$ cat src/rtl/fsm_pkg.sv
// rtl/fsm_pkg.sv - shared state codes, z values and driver state enum for the x/y/z stimulus driver
package fsm_pkg;

    localparam logic [2:0] S7    = 3'd0;
    localparam logic [2:0] S1    = 3'd1;
    localparam logic [2:0] S5    = 3'd2;
    localparam logic [2:0] S6    = 3'd3;
    localparam logic [2:0] S9    = 3'd4;
    localparam logic [2:0] S10   = 3'd5;
    localparam logic [2:0] ERROR = 3'd7;

    localparam logic [2:0] Z_S7  = 3'd0;
    localparam logic [2:0] Z_S10 = 3'd0;
    localparam logic [2:0] Z_S5  = 3'd1;
    localparam logic [2:0] Z_S9  = 3'd1;
    localparam logic [2:0] Z_S6  = 3'd2;
    localparam logic [2:0] Z_S1  = 3'd5;

    localparam int MAX_STEPS = 3;

    typedef enum logic [2:0] {
        IDLE,
        RESET,
        STEP,
        CHECK,
        DONE
    } drv_state_t;

    function automatic logic [2:0] z_of(input logic [2:0] s);
        case (s)
            S7:      z_of = Z_S7;
            S10:     z_of = Z_S10;
            S5:      z_of = Z_S5;
            S9:      z_of = Z_S9;
            S6:      z_of = Z_S6;
            S1:      z_of = Z_S1;
            default: z_of = 3'd0;
        endcase
    endfunction

endpackage

$ cat src/rtl/fsm_path_rom.sv
// rtl/fsm_path_rom.sv - combinational (target, step) lookup of x/y drive, expected z, target validity and path length
module fsm_path_rom
    import fsm_pkg::*;
(
    input  logic [2:0] target,
    input  logic [1:0] step,
    output logic       x,
    output logic       y,
    output logic [2:0] exp_z,
    output logic       valid_target,
    output logic [1:0] n
);

    logic [2:0] st;

    always_comb begin
        x            = 1'b0;
        y            = 1'b0;
        valid_target = 1'b1;
        n            = 2'd0;
        case (target)
            S7:  n = 2'd0;
            S9:  begin n = 2'd1; x = (step == 2'd0); y = (step == 2'd0); end
            S10: begin n = 2'd1; y = (step == 2'd0); end
            S5:  begin n = 2'd2; y = (step == 2'd0); end
            S6:  begin n = 2'd3; y = (step == 2'd0); end
            S1:  begin n = 2'd3; y = (step == 2'd0) || (step == 2'd2); end
            default: valid_target = 1'b0;
        endcase

        // Every multi-step path walks S7 -> S10 -> S5 before branching
        st = target;
        if (step < n) begin
            case (step)
                2'd0:    st = S7;
                2'd1:    st = S10;
                default: st = S5;
            endcase
        end
        exp_z = z_of(st);
    end

endmodule

$ cat src/rtl/fsm_stim_driver.sv
// rtl/fsm_stim_driver.sv - resets the x/y/z controller, steers it to a requested state and checks z; FSM_DRV_ZCHECK_EN enables z checking
module fsm_stim_driver
    import fsm_pkg::*;
#(
    parameter int RST_PULSE = 1,
    parameter int Z_W       = 3
) (
    input  logic           clk,
    input  logic           rst,
    input  logic           req_valid,
    output logic           req_ready,
    input  logic [2:0]     req_target,
    output logic           fsm_rst,
    output logic           fsm_x,
    output logic           fsm_y,
    input  logic [Z_W-1:0] fsm_z,
    output logic           done,
    output logic           pass,
    output logic           bad_target,
    output logic [1:0]     err_step
);

    drv_state_t state, state_n;
    logic       init_q;
    logic [2:0] target_q;
    logic [3:0] cnt_q;
    logic [1:0] step_q;
    logic       mism_q;
    logic       pass_q;
    logic       bad_q;
    logic [1:0] err_q;

    logic [2:0] rom_target;
    logic       rom_x, rom_y, rom_valid;
    logic [2:0] rom_z;
    logic [1:0] rom_n;
    logic       accept;
    logic       z_mis;

    // The target is validated straight off the request bus while idle
    assign rom_target = (state == IDLE) ? req_target : target_q;

    fsm_path_rom u_path_rom (
        .target       (rom_target),
        .step         (step_q),
        .x            (rom_x),
        .y            (rom_y),
        .exp_z        (rom_z),
        .valid_target (rom_valid),
        .n            (rom_n)
    );

`ifdef FSM_DRV_ZCHECK_EN
    assign z_mis = (fsm_z != Z_W'(rom_z));
`else
    logic unused_z;
    assign unused_z = ^{fsm_z, rom_z};
    assign z_mis    = 1'b0;
`endif

    always_ff @(posedge clk) begin
        if (rst) state <= IDLE;
        else     state <= state_n;
    end

    // init_q keeps the controller in reset for the cycle after rst drops
    always_comb begin
        state_n   = state;
        req_ready = 1'b0;
        fsm_rst   = init_q;
        fsm_x     = 1'b0;
        fsm_y     = 1'b0;
        done      = 1'b0;
        case (state)
            IDLE: begin
                req_ready = !init_q;
                if (req_valid && !init_q) state_n = rom_valid ? RESET : DONE;
            end
            RESET: begin
                fsm_rst = 1'b1;
                if (cnt_q == 4'(RST_PULSE - 1)) state_n = (rom_n != 2'd0) ? STEP : CHECK;
            end
            STEP: begin
                fsm_x = rom_x;
                fsm_y = rom_y;
                if (step_q == rom_n - 2'd1) state_n = CHECK;
            end
            CHECK: state_n = DONE;
            DONE: begin
                done    = 1'b1;
                state_n = IDLE;
            end
            default: state_n = IDLE;
        endcase
    end

    assign accept = req_valid && req_ready;

    always_ff @(posedge clk) begin
        if (rst) begin
            init_q   <= 1'b1;
            target_q <= 3'd0;
            cnt_q    <= 4'd0;
            step_q   <= 2'd0;
            mism_q   <= 1'b0;
            pass_q   <= 1'b0;
            bad_q    <= 1'b0;
            err_q    <= 2'd0;
        end else begin
            init_q <= 1'b0;
            case (state)
                IDLE: if (accept) begin
                    target_q <= req_target;
                    cnt_q    <= 4'd0;
                    step_q   <= 2'd0;
                    mism_q   <= 1'b0;
                    pass_q   <= 1'b0;
                    err_q    <= 2'd0;
                    bad_q    <= !rom_valid;
                end
                RESET: cnt_q <= cnt_q + 4'd1;
                STEP: begin
                    step_q <= step_q + 2'd1;
                    if (z_mis && !mism_q) begin
                        mism_q <= 1'b1;
                        err_q  <= step_q;
                    end
                end
                // step_q has advanced to N here, so a first mismatch reports N
                CHECK: begin
                    pass_q <= !(mism_q || z_mis);
                    if (z_mis && !mism_q) err_q <= step_q;
                end
                default: ;
            endcase
        end
    end

    assign pass       = pass_q;
    assign bad_target = bad_q;
    assign err_step   = err_q;

endmodule

$ cat config.mk
export PLATFORM = sky130hd
export DESIGN_NAME = fsm_stim_driver
export DESIGN_NICKNAME = d
export VERILOG_FILES = /design/src/rtl/fsm_pkg.sv /design/src/rtl/fsm_path_rom.sv /design/src/rtl/fsm_stim_driver.sv
export SDC_FILE = /design/constraint.sdc
export NUM_CORES = 1
export LEC_CHECK = 0
export ABC_AREA = 0
export BUFFER_PORTS_ARGS = -buffer_cell sky130_fd_sc_hd__buf_2
export CELL_PAD_IN_SITES_DETAIL_PLACEMENT = 1
export CELL_PAD_IN_SITES_GLOBAL_PLACEMENT = 1
export CORE_ASPECT_RATIO = 1.25
export CORE_UTILIZATION = 41
export CTS_BUF_LIST = sky130_fd_sc_hd__clkbuf_2
export DETAILED_ROUTE_END_ITERATION = 7
export PLACE_DENSITY = 0.79
export SLEW_MARGIN = 10
export SYNTH_ARGS = -nofsm -noshare
export SYNTH_HDL_FRONTEND = slang
export SYNTH_SLANG_ARGS = --single-unit
$ cat constraint.sdc
create_clock -name clk -period 1.94 [get_ports clk]
set_input_delay 0.291 -clock clk [delete_from_list [all_inputs] [get_ports clk]]
set_output_delay 0.291 -clock clk [all_outputs]
set_load 0.05 [all_outputs]
-- Word level (Yosys, flattened, before mapping)
Index checks and enable logic that the tools add are counted.
- register bits after elaboration: 15
- latch bits: 0
- RAM bits: 0
- bits in read-only memories: 0
- word-level logic and storage cells: 70
- memories: 0
- $add $sub $neg: 3
- $mul: 0
- divide/modulo/power cells: 0
- magnitude comparators: 0
- equal/unequal tests: 15
- shifts and indexed selects: 0
- mux-type cells: 23
- bitwise gates (word level): 0
- reduce and logical (&&, ||, !) cells: 22
- operators with widths (cell ; count):
    $mux 3 ; 5
    $eq 3x2->1 const B ; 4
    $pmux 3 s4 ; 1
    $mux 1 ; 10
    $eq 3x3->1 const B ; 3
    $pmux 4 s2 ; 1
    $reduce_and 2->1 ; 4
    $reduce_bool 2->1 ; 4
    $eq 3x1->1 const B ; 2
    $logic_not 3->1 ; 2
    $ne 2x2->1 const B ; 3
    $pmux 2 s3 ; 1
    $reduce_or 6->1 ; 1
    $add 4x1->4 const B ; 1
    $logic_not 4->1 ; 1
    $mux 4 ; 1
    $pmux 1 s2 ; 2
    $pmux 2 s2 ; 1
    $reduce_or 2->1 ; 2
    $reduce_or 4->1 ; 1
    $reduce_and 3->1 ; 1
    $add 2x1->2 const B ; 1
    $eq 2x2->1 ; 1
    $eq 2x2->1 const B ; 1
    7 further kinds ; 9

-- Longest topological paths before layout
Gate-level depths: netlist of the first run.
- depth in word-level cells: 9
- depth in mapped cells: 9

-- Hierarchy
A second synthesis of the first run with hierarchy kept.
- cells, all modules: 131
- area total of the unflattened synthesis: 1003.5 µm²
- modules (own cells, without submodules) (module ; times used ; cells an instance ; area an instance (µm²) ; seq. area each (µm²)):
    fsm_stim_driver ; 1 ; 103 ; 839.6 ; 300.3
    fsm_path_rom ; 1 ; 28 ; 163.9 ; 0.0

-- Worst setup path after synthesis of the first run
OpenSTA, ideal clock, no wires.
- path type: register to output
- start: register state[2]
- end: output port fsm_y
- arrival: 1781 ps
- data required time: 1649 ps
- setup slack: -132 ps
- stages on the path, launching flop included: 5
- cells stage by stage: dfxtp_1 > or3_4 > nor3_2 > o211ai_1 > a21oi_1
- longest elaborated chain between the ends: 6
- RTL lines (element ; line ; source):
    start, declared ; fsm_stim_driver.sv:23 ; drv_state_t state, state_n;
    start signal, assigned ; fsm_stim_driver.sv:63 ; else state <= state_n;
    $logic_not 3->1 ; fsm_stim_driver.sv:41 ; assign rom_target = (state == IDLE) ? req_target : target_q;
    $mux 3 ; fsm_stim_driver.sv:41 ;
    $eq 3x3->1 / $eq 3x2->1 (equally long branches) ; fsm_path_rom.sv:21 ; case (target)
    $reduce_or 4->1 (no line) ; - ;
    $pmux 1 s2 ; fsm_path_rom.sv:21 ;
    $mux 1 (*) ; fsm_stim_driver.sv:74 ; case (state)
    end, declared ; fsm_stim_driver.sv:15 ; output logic fsm_y,
Mark *: on every way between the ends. The rest lies on a longest branch, timed or not.

-- Worst setup path after layout of the first run
- start: register state[1]
- end: register state[0]
- longest elaborated chain between the ends: 9
- RTL lines (element ; line):
    $logic_not 3->1 ; fsm_stim_driver.sv:41, fsm_stim_driver.sv:74
    $mux 3 ; fsm_stim_driver.sv:41
    $eq 3x2->1, or another cell as far along ; fsm_path_rom.sv:21
    $reduce_or 2->1 (no line) ; -
    $pmux 2 s3 ; fsm_path_rom.sv:21
    $sub 2x1->2 / $reduce_bool 2->1 (equally long branches) ; fsm_stim_driver.sv:86, fsm_stim_driver.sv:81
    $eq 2x2->1 / $mux 1 (equally long branches) ; fsm_stim_driver.sv:86, fsm_stim_driver.sv:81
    $ne 2x2->1 (no line) / $mux 3 (equally long branches) ; -
    $reduce_and 3->1 (no line) / $pmux 3 s4 (equally long branches) ; -
Parallel ways exist; a longest one is shown, timed or not. The select of a mux whose other input is x is not followed.
A chain may end at the register's enable or synchronous reset.

==> flow_summary.toml, run 1 <==
[floorplanning]
floorplan.die.width_um = 44.5
io_pins = 18
die_h_um = 55.2
area_enclosed_by_the_die_boundary_um2 = 2460
core_area_um2 = 2050
floorplan.initialDensity_pct = 45.2
rows = 18

[power_and_ir_drop]
share_clk_of_total_power_pct = 11.2
power.combinational.fraction_pct = 58.9
vdd_drop_max_mv = 0.620
leakage_nw = 0.439
power_per_cell_area_nw_per_um2 = 1240
switchingPower_mw = 0.617
seqPwrFrac_pct = 30.0
power.internal_mw = 0.772
power_switching_share_pct = 44.4

[critical_path]
critical_path.reg2reg.endpoint = "state[0]$_SDFFE_PP0P_"
critPathMaxStageDelay_ns = 0.40
critical_path_required_ns = 2.14
critPathCaptureType = "flip-flop"
crit_arrival_ns = 2.14
r2r.worst_path.cells = 8
slowest_stage = "or3_4"
critPathBufInv = 0
rr_startpoint = "state[1]$_SDFFE_PP0P_"
rrSetupSlack_ns = 0.0002
cpLargestDelayFamily = "simple AND/OR/NAND/NOR gates"
classification_of_the_worst_setup_path = "reg2reg"
largest_fanout_on_the_critical_path = 6
crit_chain = "or3_4, nor3_1, nor2_1, ha_1, xnor2_1, nand2_1, o311ai_1, o31ai_1"
category_of_the_worst_setup_path_launch_point = "flip-flop"

[grt]
grt_pass1_vias = 826
antenna_found_initial = 0
globalRouteTotalUtil_pct = 21.1
grt_first_pass_wirelength_mm = 3.68
grt_start_max_net_pins = 17
overflow = 0

[finish]
finish.instance_area_um2 = 1120
end_of_flow_core_utilization_pct = 54.6
sequential_cell_area_um2 = 308
number_of_fill_cells = 264
stdcell_count = 168
drive_above_1_share_pct = 31.2
layout.cells.most_common = "nand2_1"
nets = 153
mostFrequentLayoutCells = "nand2_1, a21oi_1, dfxtp_1"
multiInputGateArea_um2 = 588
antenna_cells_inserted = 0
synthToLayoutAreaGrowth_pct = 20.6

[sta]
timing.final.crit_period_ns = 1.94
hold_violations = 0
max_freq_ghz = 0.516
grt_setup_unrepaired = "yes"
report.final.setup_viol = 0
final-max-slew-violation-count = 0
finalCritPeriodShare_pct = 100
final.setup_skew_ns = 0.0137

[logic_synthesis]
synth_edf_count = 0
syn-cell-area_um2 = 927
netlist-cell-type-count = 39
top_reg_cell_synth = "dfxtp_1"
syn_avg_cell_area_um2 = 7.86
yosys_synthesis_warning_count = 0
ys_seq_elements = 15
post_synth_inst_count = 118
synth_sequential_area_ratio_pct = 32.4
synth-async-reset-ratio_pct = 0

[clock_network]
worst_skew_pair.late_latency_ns = 0.29
cts_tree = "yes"
clk_pin_slew_worst_paths_ns = 0.15
clock_sinks = 15
buffer_type_at_the_clock_tree_root = "clkbuf_2"
cts.htree.levels = 1
cts_max_path_buffers = 2
tritoncts.num_buffers = 3

[placed_design]
gpl.final_weighted_congestion = 0.805
port-buffer-count = 12
place_area_um2 = 1050
place.detailed.hpwl_mm = 1.78
place.detailed.instances = 161

[worst_hold_path]
hold_end = "target_q[0]$_SDFFE_PP0P_"
min_delay_path_depth = 3
min_from = "req_target[0]"
hold_path_class = "in2reg"

[drt]
final_antenna_net_count = 0
routed_vias_inst = 5.29
drcViolationCount = 0
vias = 889
drt_iter0_drc = 3
firstDrtPassIters = 4
drt_wl_total_mm = 2.35
post_drt_wl_per_cell_um = 14.0

[run_status]
status = "finished clean"

[flow_run]
drv_cap = 0
[worst min-delay path, cell delays in order]
cell and delay, ns:
buf_2 0.11, nand2_1 0.05, a21oi_1 0.05
[state kept, by name (all words and copies together), names as in the netlist]
register	cells
init_q	1
pass	1
cnt_q	4
step_q	2
state	3
target_q	3
bad_target	1
[metal layers]
metal  wire length, um  global-route usage, %  part of all wire, %
met1               983                   24.0                   42
met2              1290                   38.2                   55
met3                54                   3.90                  2.3
met4                25                   9.09                  1.1
met5                 0                      0                    0
[logic make-up (layout without fill, tap and decap cells)]
| kind of cell | after synthesis | count (layout) | share of synthesized area (%) |
|---|---|---|---|
| AOI/OAI and AO/OA | 23 | 23 | 14.3 |
| xor gates and xnor gates | 2 | 2 | 1.89 |
| adders and majority gates | 5 | 5 | 6.75 |
| buffers and inverters | 12 | 31 | 6.21 |
| DFF | 15 | 15 | 32.4 |
| muxes | 2 | 2 | 2.16 |
| other | 1 | 2 | 0.404 |
| and+or+nand+nor | 58 | 58 | 35.9 |
[per-stage QoR]
step	hold WS, ns	power (mW)	setup slack [ns]	TNS [ns]
2_1_floorplan	0.319	0.972	0.0536	0
3_3_place_gp	0.443	1.13	0.0738	0
3_5_place_dp	0.448	1.16	-0.00323	-0.00323
4_1_cts	0.212	1.35	-0.0231	-0.0231
5_1_grt	0.229	1.50	-0.139	-0.227
6_report	0.240	1.39	0.000228	0
[Yosys cell counts, types with 2 or more instances]
library cell  count  share of area (%)
and2b_1           2                1.6
o21ai_0           2                1.1
dfxtp_1          15                 32
a21oi_1          14                7.6
or3_1             2                1.3
nand3_1           7                3.8
ha_1              5                6.7
clkbuf_1          2               0.81
mux2i_1           2                2.2
inv_1             5                2.0
a211oi_1          3                2.4
nor3_1            9                4.9
buf_4             3                2.4
nand2_1          15                6.1
nor2_1            8                3.2
[worst max path at each step]
| stage | start | depth (start not counted) | end | slack, ns |
|---|---|---|---|---|
| after floorplan | state[1]$_SDFFE_PP0P_ | 4 | fsm_x | 0.05 |
| after CTS | state[1]$_SDFFE_PP0P_ | 5 | fsm_y | -0.02 |
| after detailed placement | state[1]$_SDFFE_PP0P_ | 8 | state[0]$_SDFFE_PP0P_ | -0.003 |
| final | state[1]$_SDFFE_PP0P_ | 8 | state[0]$_SDFFE_PP0P_ | 0.0002 |
| after global routing | state[1]$_SDFFE_PP0P_ | 8 | state[0]$_SDFFE_PP0P_ | -0.14 |
| after global placement | state[1]$_SDFFE_PP0P_ | 8 | state[0]$_SDFFE_PP0P_ | 0.07 |
[power groups by stage]
stage,clock network [mW],logic [mW],registers [mW]
2_1_floorplan,0,0.563,0.410
3_3_place_gp,0,0.716,0.411
3_5_place_dp,0,0.745,0.416
4_1_cts,0.166,0.767,0.413
5_1_grt,0.180,0.892,0.425
6_report,0.155,0.818,0.416
[layout make-up]
cell class,instances,area share (%)
multi-input cells,92,52.6
flip-flops and latches,15,27.5
repair buffers,21,12.8
well taps,30,3.36
inverters,6,2.01
clock buffers,4,1.79
[what timing repair did]
| item | CTS | global route |
|---|---|---|
| hold buffers | 0 | 0 |
| setup buffers | 1 | 2 |
| pin swaps | 2 | 1 |
| endpoints found under the setup margin | 4 | 3 |
| resized for setup | 6 | 7 |
No activity file was read; power rests on OpenSTA's default activity.
==> inputs of run 2 (changes only) <==
REMOVE_ABC_BUFFERS = 1   (was default)
==> run 2 against run 1 <==
Compared with the run above: combinational power rose by 8.1%; via count rose by 1.8%; first-iteration DRC count rose to 3.7 times the previous value; register-to-register slack got worse by 0.099 ns; sequential cell count did not move; critical endpoint unchanged; wire length rose by 2.9%; die area did not move; the run now ends with negative setup slack left.
==> flow_summary.toml, run 2 (synthesis gave the netlist of run 1 again) <==
[grt]
antenna_found_initial = 0
globalRouteTotalUtil_pct = 19.9
grt_pass1_vias = 791
overflow = 0
grt_start_max_net_pins = 17
grt_first_pass_wirelength_mm = 3.50

[clock_network]
cts_tree = "yes"
holdBufCountCts = 0
cts.htree.levels = 1
tritoncts.num_buffers = 3
buffer_type_at_the_clock_tree_root = "clkbuf_2"
clk_pin_slew_worst_paths_ns = 0.16
cts_max_path_buffers = 2
worst_skew_pair.late_latency_ns = 0.31
clock_sinks = 15

[sta]
hold_violations = 0
min_hold_slack_ns = 0.249
final.setup.tns_ns = -0.166
max_freq_ghz = 0.491
final.setup_skew_ns = 0.00541
finalCritPeriodShare_pct = 105
timing.final.crit_period_ns = 2.04
grt_setup_unrepaired = "yes"
final-max-slew-violation-count = 0
report.final.setup_viol = 2
postLayoutSetupSlackWorst_ns = -0.0986

[floorplanning]
floorplan.initialDensity_pct = 45.2
area_enclosed_by_the_die_boundary_um2 = 2460
io_pins = 18
rows = 18
die_h_um = 55.2
floorplan.die.width_um = 44.5
core_area_um2 = 2050

[drt]
drt_wl_total_mm = 2.42
post_drt_wl_per_cell_um = 14.2
drt_iter0_drc = 11
vias = 905
drcViolationCount = 0
firstDrtPassIters = 3
final_antenna_net_count = 0
routed_vias_inst = 5.32

[critical_path]
category_of_the_worst_setup_path_launch_point = "flip-flop"
r2r.worst_path.cells = 9
rrSetupSlack_ns = -0.1
critical_path.reg2reg.endpoint = "state[0]$_SDFFE_PP0P_"
rr_startpoint = "state[2]$_SDFFE_PP0P_"
crit_chain = "or3_4, buf_4, nor3_4, nor2_1, ha_2, xnor2_1, nand2_1, o311ai_1, o31ai_1"
critical_path_required_ns = 2.18
critPathMaxStageDelay_ns = 0.43
largest_fanout_on_the_critical_path = 4
critPathCaptureType = "flip-flop"
classification_of_the_worst_setup_path = "reg2reg"
crit_arrival_ns = 2.28
slowest_stage = "or3_4"

[power_and_ir_drop]
power.internal_mw = 0.788
power_switching_share_pct = 45.7
leakage_nw = 0.450
power_per_cell_area_nw_per_um2 = 1260
vdd_drop_max_mv = 0.835
share_clk_of_total_power_pct = 11.2
switchingPower_mw = 0.662
power.combinational.fraction_pct = 61.0
seqPwrFrac_pct = 27.9

[finish]
mostFrequentLayoutCells = "nand2_1, a21oi_1, buf_4"
regMostFlops = "cnt_q"
largest_register_ff_count = 4
antenna_cells_inserted = 0
drive_above_1_share_pct = 32.1
nets = 155
synthToLayoutAreaGrowth_pct = 23.8
largestRegisters = "cnt_q: 4 flops, state: 3 flops, target_q: 3 flops"
finish.instance_area_um2 = 1150

[worst_hold_path]
hold_path_class = "in2reg"
min_delay_path_depth = 3
min_from = "req_target[0]"
hold_end = "target_q[0]$_SDFFE_PP0P_"

[placed_design]
place.detailed.hpwl_mm = 1.67
place_area_um2 = 1040
port-buffer-count = 12
gpl.final_weighted_congestion = 0.820

[run_status]
failed_checks = "negative setup slack"
status = "finished, violations left"

[flow_run]
drv_cap = 0
-- run 2: layout make-up --
cell class / count / area (um^2)
clock buffers: 3 / 15.0
clock inverters: 1 / 5.00
fillers: 266 / 902
inverters: 6 / 22.5
multi-input cells: 92 / 604
flip-flops and latches: 15 / 309
well taps: 30 / 37.5
repair buffers: 23 / 154
-- run 2: power by group through the flow --
stage | Sequential [mW] | Clock, mW | Combinational (mW)
3_3_place_gp | 0.404 | 0 | 0.715
4_1_cts | 0.404 | 0.163 | 0.765
5_1_grt | 0.412 | 0.177 | 0.957
6_report | 0.404 | 0.162 | 0.884
3_5_place_dp | 0.407 | 0 | 0.738
2_1_floorplan | 0.443 | 0 | 0.496
-- run 2: worst max-delay path: cells and delay by family (launching register included) --
family	cells	cell delay (ns)
flip-flops	1	0.38
AO/OA/AOI/OAI	2	0.33
XOR/XNOR	1	0.12
buffers and inverters	1	0.16
AND/OR/NAND/NOR	4	0.67
adder cells (fa/ha/maj)	1	0.29
-- run 2: metrics by stage --
stage               power (mW)  cells  setup slack (ns)  util (%)
floorplan                0.940    113            -0.226         -
global placement          1.12    161            0.0589      50.7
detailed placement        1.14    161            0.0492      50.7
CTS                       1.33    167           -0.0600      53.2
global route              1.55    170            -0.189      56.0
finish                    1.45    170           -0.0986      56.0
-- run 2: metal layers --
metal / vias to the layer above / routed length [um] / share of wire [%] / global-route usage [%]
met5: - / 0 / 0 / 0
met2: 14 / 1280 / 53 / 35.8
met1: 433 / 1030 / 43 / 23.1
li1: 453 / - / - / -
met3: 5 / 53 / 2.2 / 4.87
met4: 0 / 49 / 2.0 / 6.06
-- run 2: how the worst max path moves through the flow --
stage | startpoint | endpoint | slack (ns)
floorplan | state[1]$_SDFFE_PP0P_ | fsm_y | -0.23
CTS | state[2]$_SDFFE_PP0P_ | fsm_y | -0.06
global route | state[2]$_SDFFE_PP0P_ | state[0]$_SDFFE_PP0P_ | -0.19
detailed placement | state[1]$_SDFFE_PP0P_ | state[0]$_SDFFE_PP0P_ | 0.05
finish | state[2]$_SDFFE_PP0P_ | state[0]$_SDFFE_PP0P_ | -0.1
global placement | state[1]$_SDFFE_PP0P_ | state[0]$_SDFFE_PP0P_ | 0.06
-- run 2: timing repair --
| item | in CTS | in global routing |
|---|---|---|
| gates resized for setup | 8 | 9 |
| setup buffers | 2 | 3 |
| endpoints found under the hold margin | 0 | 0 |
| setup endpoints to repair | 3 | 4 |
| pin swaps | 1 | 7 |
| cloned | 0 | 0 |
